--- config.mk ---
export PLATFORM = sky130hd
export DESIGN_NAME = melody_sequencer
export DESIGN_NICKNAME = d
export VERILOG_FILES = /design/src/rtl/melody_pkg.sv /design/src/rtl/note_timer.sv /design/src/rtl/melody_sequencer.sv
export SDC_FILE = /design/constraint.sdc
export NUM_CORES = 1
export LEC_CHECK = 0
export ABC_CLOCK_PERIOD_IN_PS = 3700
export CAP_MARGIN = 20
export CORE_AREA = 2 2 65 67
export DETAILED_ROUTE_END_ITERATION = 10
export DIE_AREA = 0 0 67 69
export PLACE_DENSITY_LB_ADDON = 0.2
export SLEW_MARGIN = 20
export SYNTH_ARGS = -nofsm -noshare
export SYNTH_HDL_FRONTEND = slang
export SYNTH_SLANG_ARGS = --single-unit
--- constraint.sdc ---
create_clock -name clk -period 3.7 [get_ports clk]
set_input_delay 0.74 -clock clk [delete_from_list [all_inputs] [get_ports clk]]
set_output_delay 0.74 -clock clk [all_outputs]
set_load 0.03 [all_outputs]
--- src/rtl/melody_pkg.sv ---
// Shared types and constants for the melody sequencer: FSM state encoding,
// ROM word field layout and default widths.
package melody_pkg;

    localparam int DEF_ADDR_W    = 6;
    localparam int DEF_PITCH_W   = 5;
    localparam int DEF_DUR_W     = 6;
    localparam int DEF_GAP_BEATS = 1;

    // ROM word is {pitch, beats}; beats occupies the low bits.
    localparam int BEATS_LSB = 0;

    // A beats field of zero marks end-of-song.
    localparam int END_BEATS = 0;

    typedef enum logic [2:0] {
        IDLE  = 3'd0,
        FETCH = 3'd1,
        LOAD  = 3'd2,
        PLAY  = 3'd3,
        GAP   = 3'd4
    } state_t;

    function automatic int pitch_lsb(input int dur_w);
        return BEATS_LSB + dur_w;
    endfunction

endpackage

--- src/rtl/note_timer.sv ---
// Beat counter shared by note and gap timing; done fires combinationally on
// the tick that completes `target` beats.
module note_timer
    import melody_pkg::*;
#(
    parameter int DUR_W = DEF_DUR_W
) (
    input  logic             clk,
    input  logic             reset,
    input  logic             clear,
    input  logic             tick_en,
    input  logic [DUR_W-1:0] target,
    output logic             done
);

    logic [DUR_W-1:0] cnt;

    always_ff @(posedge clk) begin
        if (!reset || clear) begin
            cnt <= '0;
        end else if (tick_en) begin
            cnt <= cnt + DUR_W'(1);
        end
    end

    assign done = tick_en && (cnt == (target - DUR_W'(1)));

endmodule

--- src/rtl/melody_sequencer.sv ---
// Song-level controller: walks the melody ROM, drives pitch/enable to the tone
// divider and times each note (plus optional silent gap) in beat ticks.
//
// state | meaning
// IDLE  | stopped, waiting for play
// FETCH | rom_addr stable, waiting out the registered ROM latency
// LOAD  | decode ROM word: start a note or handle the END marker
// PLAY  | note sounding, counting its beats
// GAP   | silent articulation beats after a note
module melody_sequencer
    import melody_pkg::*;
#(
    parameter int ADDR_W    = DEF_ADDR_W,
    parameter int PITCH_W   = DEF_PITCH_W,
    parameter int DUR_W     = DEF_DUR_W,
    parameter int GAP_BEATS = DEF_GAP_BEATS
) (
    input  logic                     clk,
    input  logic                     reset,
    input  logic                     beat_tick,
    input  logic                     play,
    input  logic                     pause,
    input  logic                     stop,
    input  logic                     loop_en,
    output logic [ADDR_W-1:0]        rom_addr,
    input  logic [PITCH_W+DUR_W-1:0] rom_data,
    output logic [PITCH_W-1:0]       note_code,
    output logic                     note_valid,
    output logic                     note_change,
    output logic                     playing,
    output logic                     song_done
);

    localparam int PITCH_LSB = pitch_lsb(DUR_W);

    state_t             state, state_n;
    logic [ADDR_W-1:0]  addr_n;
    logic [PITCH_W-1:0] code_n;
    logic               note_on, on_n;
    logic               change_n;
    logic               done_n;
    logic [DUR_W-1:0]   note_beats, beats_n;

    logic [DUR_W-1:0]   rom_beats;
    logic [PITCH_W-1:0] rom_pitch;
    logic               timing;
    logic               tick_en;
    logic               timer_clear;
    logic               timer_done;
    logic [DUR_W-1:0]   timer_target;
    logic               advance;
    logic               end_song;

    assign rom_beats = rom_data[BEATS_LSB +: DUR_W];
    assign rom_pitch = rom_data[PITCH_LSB +: PITCH_W];

    assign timing       = (state == PLAY) || (state == GAP);
    assign tick_en      = beat_tick && !pause && timing;
    assign timer_target = (state == GAP) ? DUR_W'(GAP_BEATS) : note_beats;
    // Restart counting on every phase boundary so each note/gap starts at zero.
    assign timer_clear  = !timing || timer_done;

    note_timer #(
        .DUR_W (DUR_W)
    ) u_note_timer (
        .clk     (clk),
        .reset   (reset),
        .clear   (timer_clear),
        .tick_en (tick_en),
        .target  (timer_target),
        .done    (timer_done)
    );

    always_comb begin
        state_n  = state;
        addr_n   = rom_addr;
        code_n   = note_code;
        on_n     = note_on;
        change_n = 1'b0;
        done_n   = 1'b0;
        beats_n  = note_beats;
        advance  = 1'b0;
        end_song = 1'b0;

        case (state)
            IDLE: begin
                if (play) begin
                    state_n = FETCH;
                    addr_n  = '0;
                end
            end
            FETCH: begin
                state_n = LOAD;
            end
            LOAD: begin
                if (rom_beats == DUR_W'(END_BEATS)) begin
                    end_song = 1'b1;
                end else begin
                    code_n   = rom_pitch;
                    on_n     = 1'b1;
                    change_n = 1'b1;
                    beats_n  = rom_beats;
                    state_n  = PLAY;
                end
            end
            PLAY: begin
                if (timer_done) begin
                    if (GAP_BEATS > 0) begin
                        on_n    = 1'b0;
                        state_n = GAP;
                    end else begin
                        advance = 1'b1;
                    end
                end
            end
            GAP: begin
                if (timer_done) begin
                    advance = 1'b1;
                end
            end
            default: begin
                state_n = IDLE;
            end
        endcase

        // Running off the top of the ROM ends the song rather than wrapping.
        if (advance) begin
            if (rom_addr == '1) begin
                end_song = 1'b1;
            end else begin
                addr_n  = rom_addr + ADDR_W'(1);
                state_n = FETCH;
            end
        end

        if (end_song) begin
            addr_n = '0;
            on_n   = 1'b0;
            if (loop_en) begin
                state_n = FETCH;
            end else begin
                state_n = IDLE;
                done_n  = 1'b1;
            end
        end

        if (stop) begin
            state_n  = IDLE;
            addr_n   = '0;
            code_n   = '0;
            on_n     = 1'b0;
            change_n = 1'b0;
            done_n   = 1'b0;
        end
    end

    always_ff @(posedge clk) begin
        if (!reset) begin
            state       <= IDLE;
            rom_addr    <= '0;
            note_code   <= '0;
            note_on     <= 1'b0;
            note_change <= 1'b0;
            song_done   <= 1'b0;
            note_beats  <= '0;
            playing     <= 1'b0;
        end else begin
            state       <= state_n;
            rom_addr    <= addr_n;
            note_code   <= code_n;
            note_on     <= on_n;
            note_change <= change_n;
            song_done   <= done_n;
            note_beats  <= beats_n;
            playing     <= (state_n != IDLE);
        end
    end

    // Pause mutes immediately but only while a note or gap is being timed.
    assign note_valid = note_on && !(pause && timing);

endmodule
# --- Yosys cells after proc, flatten, opt, wreduce, memory -nomap -nowiden ---
# Index checks and enable logic that the tools add are counted.
totals:
  word_cells: 71
  reg_bits: 30
op_classes:
  muxes: 25
  addsub: 3
  bitwise: 4
  eq_ne: 8
  n_reduce_logical: 22
ops:
  columns: ["cell", "n"]
  rows:
  - ["$mux 6", 5]
  - ["$mux 3", 7]
  - ["$pmux 3 s5", 1]
  - ["$add 6x1->6 const B", 2]
  - ["$mux 1", 11]
  - ["$reduce_or 3->1", 3]
  - ["$eq 3x2->1 const B", 2]
  - ["$eq 6x6->1", 1]
  - ["$eq 6x6->1 const B", 1]
  - ["$logic_not 6->1", 1]
  - ["$sub 6x1->6 const B", 1]
  - ["$logic_and 1x1->1", 5]
  - ["$logic_not 1->1", 4]
  - ["$ne 2x2->1 const B", 2]
  - ["$not 1->1", 4]
  - ["$eq 3x1->1 const B", 1]
  - ["$eq 3x3->1 const B", 1]
  - ["$logic_not 3->1", 1]
  - ["$logic_or 1x1->1", 3]
  - ["$reduce_and 3->1", 1]
  - ["$reduce_bool 3->1", 1]
  - ["$pmux 1 s2", 1]
  - ["$reduce_and 2->1", 1]
  - ["$reduce_bool 2->1", 1]
  - ["$reduce_or 2->1", 1]

# --- Longest topological paths before layout ---
logic_depth:
  word_depth: 12
  mapped_depth: 10
  depth_no_buf: 7

# --- By module ---
# A second synthesis with hierarchy kept.
unflattened:
  cells_unflattened: 174
  hier_area_um2: 1564.0
by_module_without_submodules:
  columns: ["module", "area_each_um2", "n_inst", "cells_per_inst"]
  rows:
  - ["melody_sequencer", 1169.9, 1, 129]
  - ["note_timer", 394.1, 1, 45]

# --- Worst setup path before layout ---
# Ideal clock, no wire load.
synth_path:
  path_kind: "reg2reg"
  startpoint: "register state[0]"
  endpoint: "register rom_addr[3]"
  synth_period_minus_slack_ns: 2.343
  n_path_buf: 2
  setup_ns: 0.091
  stages_incl_launch_ff: 9
  setup_slack_ns: 1.357
  arrival_ns: 2.252
  path_cell_list: "dfxtp_1 buf_6 or3b_1 buf_2 or3_1 a32oi_2 nand2_2 or3_1 a311oi_1"
synth_between:
  elab_chain_len: 9
synth_rtl:
  columns: ["item", "line", "rtl"]
  rows:
  - ["start: declaration", "melody_sequencer.sv:36", "state_t state, state_n;"]
  - ["start signal: assignment", "melody_sequencer.sv:168", "state <= state_n;"]
  - ["$eq 3x3->1", "melody_sequencer.sv:57, melody_sequencer.sv:59, melody_sequencer.sv:85", null]
  - ["$mux 6", "melody_sequencer.sv:59", "assign timer_target = (state == GAP) ? DUR_W'(GAP_BEATS) : note_beats;"]
  - ["$sub 6x1->6", "note_timer.sv:26", "assign done = tick_en && (cnt == (target - DUR_W'(1)));"]
  - ["$eq 6x6->1", "note_timer.sv:26", null]
  - ["$logic_and 1x1->1", "note_timer.sv:26", null]
  - ["$mux 1", "melody_sequencer.sv:117", "if (timer_done) begin"]
  - ["$mux 1", null, null]
  - ["$mux 1", "melody_sequencer.sv:127", "if (advance) begin"]
  - ["$reduce_or 3->1 (no line)", null, null]
  - ["end signal: assignment", "melody_sequencer.sv:169", "rom_addr <= addr_n;"]
  - ["end: declaration", "melody_sequencer.sv:25", "output logic [ADDR_W-1:0] rom_addr,"]
# Several ways; a longest one is shown, not always the timed one.
# A chain may end at the register's enable or synchronous reset.

# --- Worst setup path after layout ---
layout_path:
  startpoint: "register state[0]"
  endpoint: "output note_valid"
layout_between:
  elab_chain_len: 5
layout_rtl:
  columns: ["item", "line", "rtl"]
  rows:
  - ["$eq 3x2->1 / $eq 3x3->1 (equally long branches)", "melody_sequencer.sv:57", "assign timing = (state == PLAY) || (state == GAP);"]
  - ["$logic_or 1x1->1 *", "melody_sequencer.sv:57", null]
  - ["$logic_and 1x1->1 *", "melody_sequencer.sv:180", "assign note_valid = note_on && !(pause && timing);"]
  - ["$logic_not 1->1 *", "melody_sequencer.sv:180", null]
  - ["$logic_and 1x1->1 *", "melody_sequencer.sv:180", null]
  - ["end: declaration", "melody_sequencer.sv:28", "output logic note_valid,"]
# Mark *: on every way between the ends. The rest lies on a longest branch, timed or not.

==> reports/qor.yml <==
ys_seq_area_share_pct: 39.09
hold_viol: 0
clkSinkCount: 30
grt_usage_pct: 17.82
clk_pin_slew_worst_paths_ns: 0.06
wl_per_cell_microns: 13.73
maxCapViolCount: 0
cts-htree-levels: 2
synthDistinctLibCells: 42
firstDrtPassIters: 4
path_cells: "or3b_1 -> nand2_1 -> a21boi_0 -> clkdlybuf4s50_1"
max_freq_mhz: 343.6
antenna_found_initial: 0
drtIter0Drc: 45
r2r_start: "state[0]"
ioPinCount: 33
end_kind: "output pin"
rsz0062_at_grt: "false"
drtAntennaViolNets: 0
ctsResizeCount: 0
utilization_pct: 51.89
startpoint_type: "flip-flop"
critPathKind: "flip-flop to output pin"
arrival_ns: 2.17
grt_pass1_vias: 1477
hold_class: "flip-flop to flip-flop"
die-height_microns: 69
cts_inserted_buffers: 5
portBuffers: 32
rows: 23
grt_overflow_total: 0
core_area_sq_mm: 0.003914
remaining_drc_errors: 0
ys_ff_latch: 30
worstPathMaxFanout: 9
vias: 1418
reg2reg_slack_ns: 1.08
worst_slew_pin_slew_ns: 0.7468
clkLatencyLatePin_ns: 0.27
reg2reg_to: "rom_addr[3]"
drive_gt1_share_pct: 6.019
viasPerCell: 5.331
postSynthCellCount: 182
power.density_mw_per_mm2: 388.0
crit_cells: 4
fin_nets: 235
grt_pass1_wl_microns: 6506
setup_viol: 0
postSynthAreaPerCell_sq_um: 8.442
crit_end: "note_valid"
synth.area.top_cells: "dfxtp_1 39%, nor2_1 5.6%, nand2_1 4.9%, mux2i_1 4.6%, xor2_1 3.4%"
cts_buffer_depth: 2
slew_violations: 0
dieArea_sq_mm: 0.004623
critPathLaunch: "state[0]"
fillers: 396
min_period_ns: 2.911
synthesis.nets: 202
worst-path-buf-inv: 1
synthToLayoutAreaGrowth_pct: 32.17
ys_warn_count: 0
slowest_stage: "clkdlybuf4s50_1"
final.setup.tns_ns: 0
wl_microns: 3653
initial_core_util_pct: 39.26
die_w_microns: 67
required_ns: 2.96
root_buffer: "clkbuf_8"
p_leak_nw: 0.7304
vdd_drop_max_uv: 228.4
hold_buffers: 0
cts_tree: "yes"
dp.final_hpwl_microns: 2782
cts_setup_buffers: 0
r2r_cells: 7
grt_max_degree: 13
max_slew_margin_pct: 50.11
synth_area_sq_mm: 0.001536
status: "finished clean"
n_antenna_cell: 0
slowest_delay_ns: 0.70
yosysTopAreaCell: "dfxtp_1"
gp_congestion: 0.8246
fin_crit_sh_pct: 78.67
skew_ns: 0.004559
yosys.area.top_type_share_pct: 39.09
path_delay_family: "buffers and inverters"
==> synthesized netlist by cell type (all sizes together) <==
cell type	count
a2111oi	2
a21boi	5
a21oi	8
a22oi	4
a311oi	1
a31o	1
a31oi	3
a32oi	1
and2	1
and3	4
buf	2
clkbuf	4
dfxtp	30
ha	2
inv	1
mux2i	7
nand2	21
nand2b	5
nand3	9
nand3b	4
nand4	4
nor2	23
nor2b	5
nor3	5
nor3b	2
nor4	2
nor4b	1
nor4bb	1
o211ai	1
o21a	1
o21ai	2
o22ai	1
or3	5
or3b	2
or4	1
xnor2	5
xor2	6
==> state kept, by name, indices dropped and copies added (netlist names) <==
name / count
note_change: 1
rom_addr: 6
note_on: 1
state: 3
note_beats: 6
u_note_timer.cnt: 6
playing: 1
song_done: 1
note_code: 5
==> cell usage in the layout (no fill, tap or decap), drive strengths merged, types with 6 or more instances in the layout <==
master,instances
dfxtp,30
a21oi,8
clkbuf,6
xor2,6
nor2,23
clkdlybuf4s50,32
nand3,9
nand2,21
mux2i,7
==> metrics by stage <==
step / hold slack (ns) / setup slack [ns] / total power (W) / cells / area (sq um)
final: 0.4993 / 0.7893 / 0.0007879 / 266 / 2031
after global routing: 0.5292 / 0.6949 / 0.0008132 / 266 / 2031
after CTS: 0.5053 / 0.8008 / 0.0007968 / 266 / 2031
after detailed placement: 0.4954 / 0.7607 / 0.0003884 / 258 / 1888
after global placement: 0.4788 / 0.8649 / 0.0003870 / 258 / 1888
after floorplan: 0.4650 / 1.357 / 0.0003608 / 182 / 1536
==> worst min-delay path by stage <==
stage	from	depth (start not counted)	endpoint	slack, ns
after floorplan	note_beats[2]	2	note_beats[2]	0.47
after global placement	note_code[3]	2	note_code[3]	0.48
after detailed placement	note_code[1]	2	note_code[1]	0.50
after CTS	note_beats[2]	2	note_beats[2]	0.51
after global routing	note_code[4]	2	note_code[4]	0.53
final	note_beats[2]	2	note_beats[2]	0.50
==> final cells by class <==
cell class	instances	area [sq um]	area share, %
tap	50	62.56	3.081
inverter	1	3.754	0.1848
clock buffer	6	82.58	4.067
clock inverter	2	60.06	2.957
multi-input combinational	145	900.9	44.36
timing repair buffer	32	320.3	15.77
sequential	30	600.6	29.57
==> worst register-to-register path, cell delays in order, from the launching register on <==
cell,delay (ns)
dfxtp_1,0.39
or3b_1,0.56
a21oi_4,0.31
nand4_1,0.15
a32oi_2,0.32
nand2_2,0.15
or3_1,0.38
a311oi_1,0.27
==> layer usage <==
layer  GRT usage [%]  part of all wire (%)  routed length (microns)  up-vias
met1           21.71                    45                     1628      667
li1                -                     -                        -      719
met3           5.220                   4.6                      169        4
met5               0                     0                        0        -
met2           29.70                    50                     1824       28
met4           5.442                  0.82                       30        0
==> cell families (layout without fill, tap and decap cells) <==
group	after synthesis	in the layout	synth area share (%)
simple gates	95	95	31.84
fa+ha+maj	2	2	1.628
buf+inv	7	41	2.279
xor+xnor	11	11	6.270
mux	7	7	4.560
flops	30	30	39.09
compound gates	30	30	14.33
==> power breakdown <==
group / total (W) / switching, W / internal, W
sequential: 0.000330 / 0.00000386 / 0.000326
clock: 0.000407 / 0.000120 / 0.000287
combinational: 0.0000509 / 0.0000232 / 0.0000277
No activity file was read; power rests on OpenSTA's default activity.
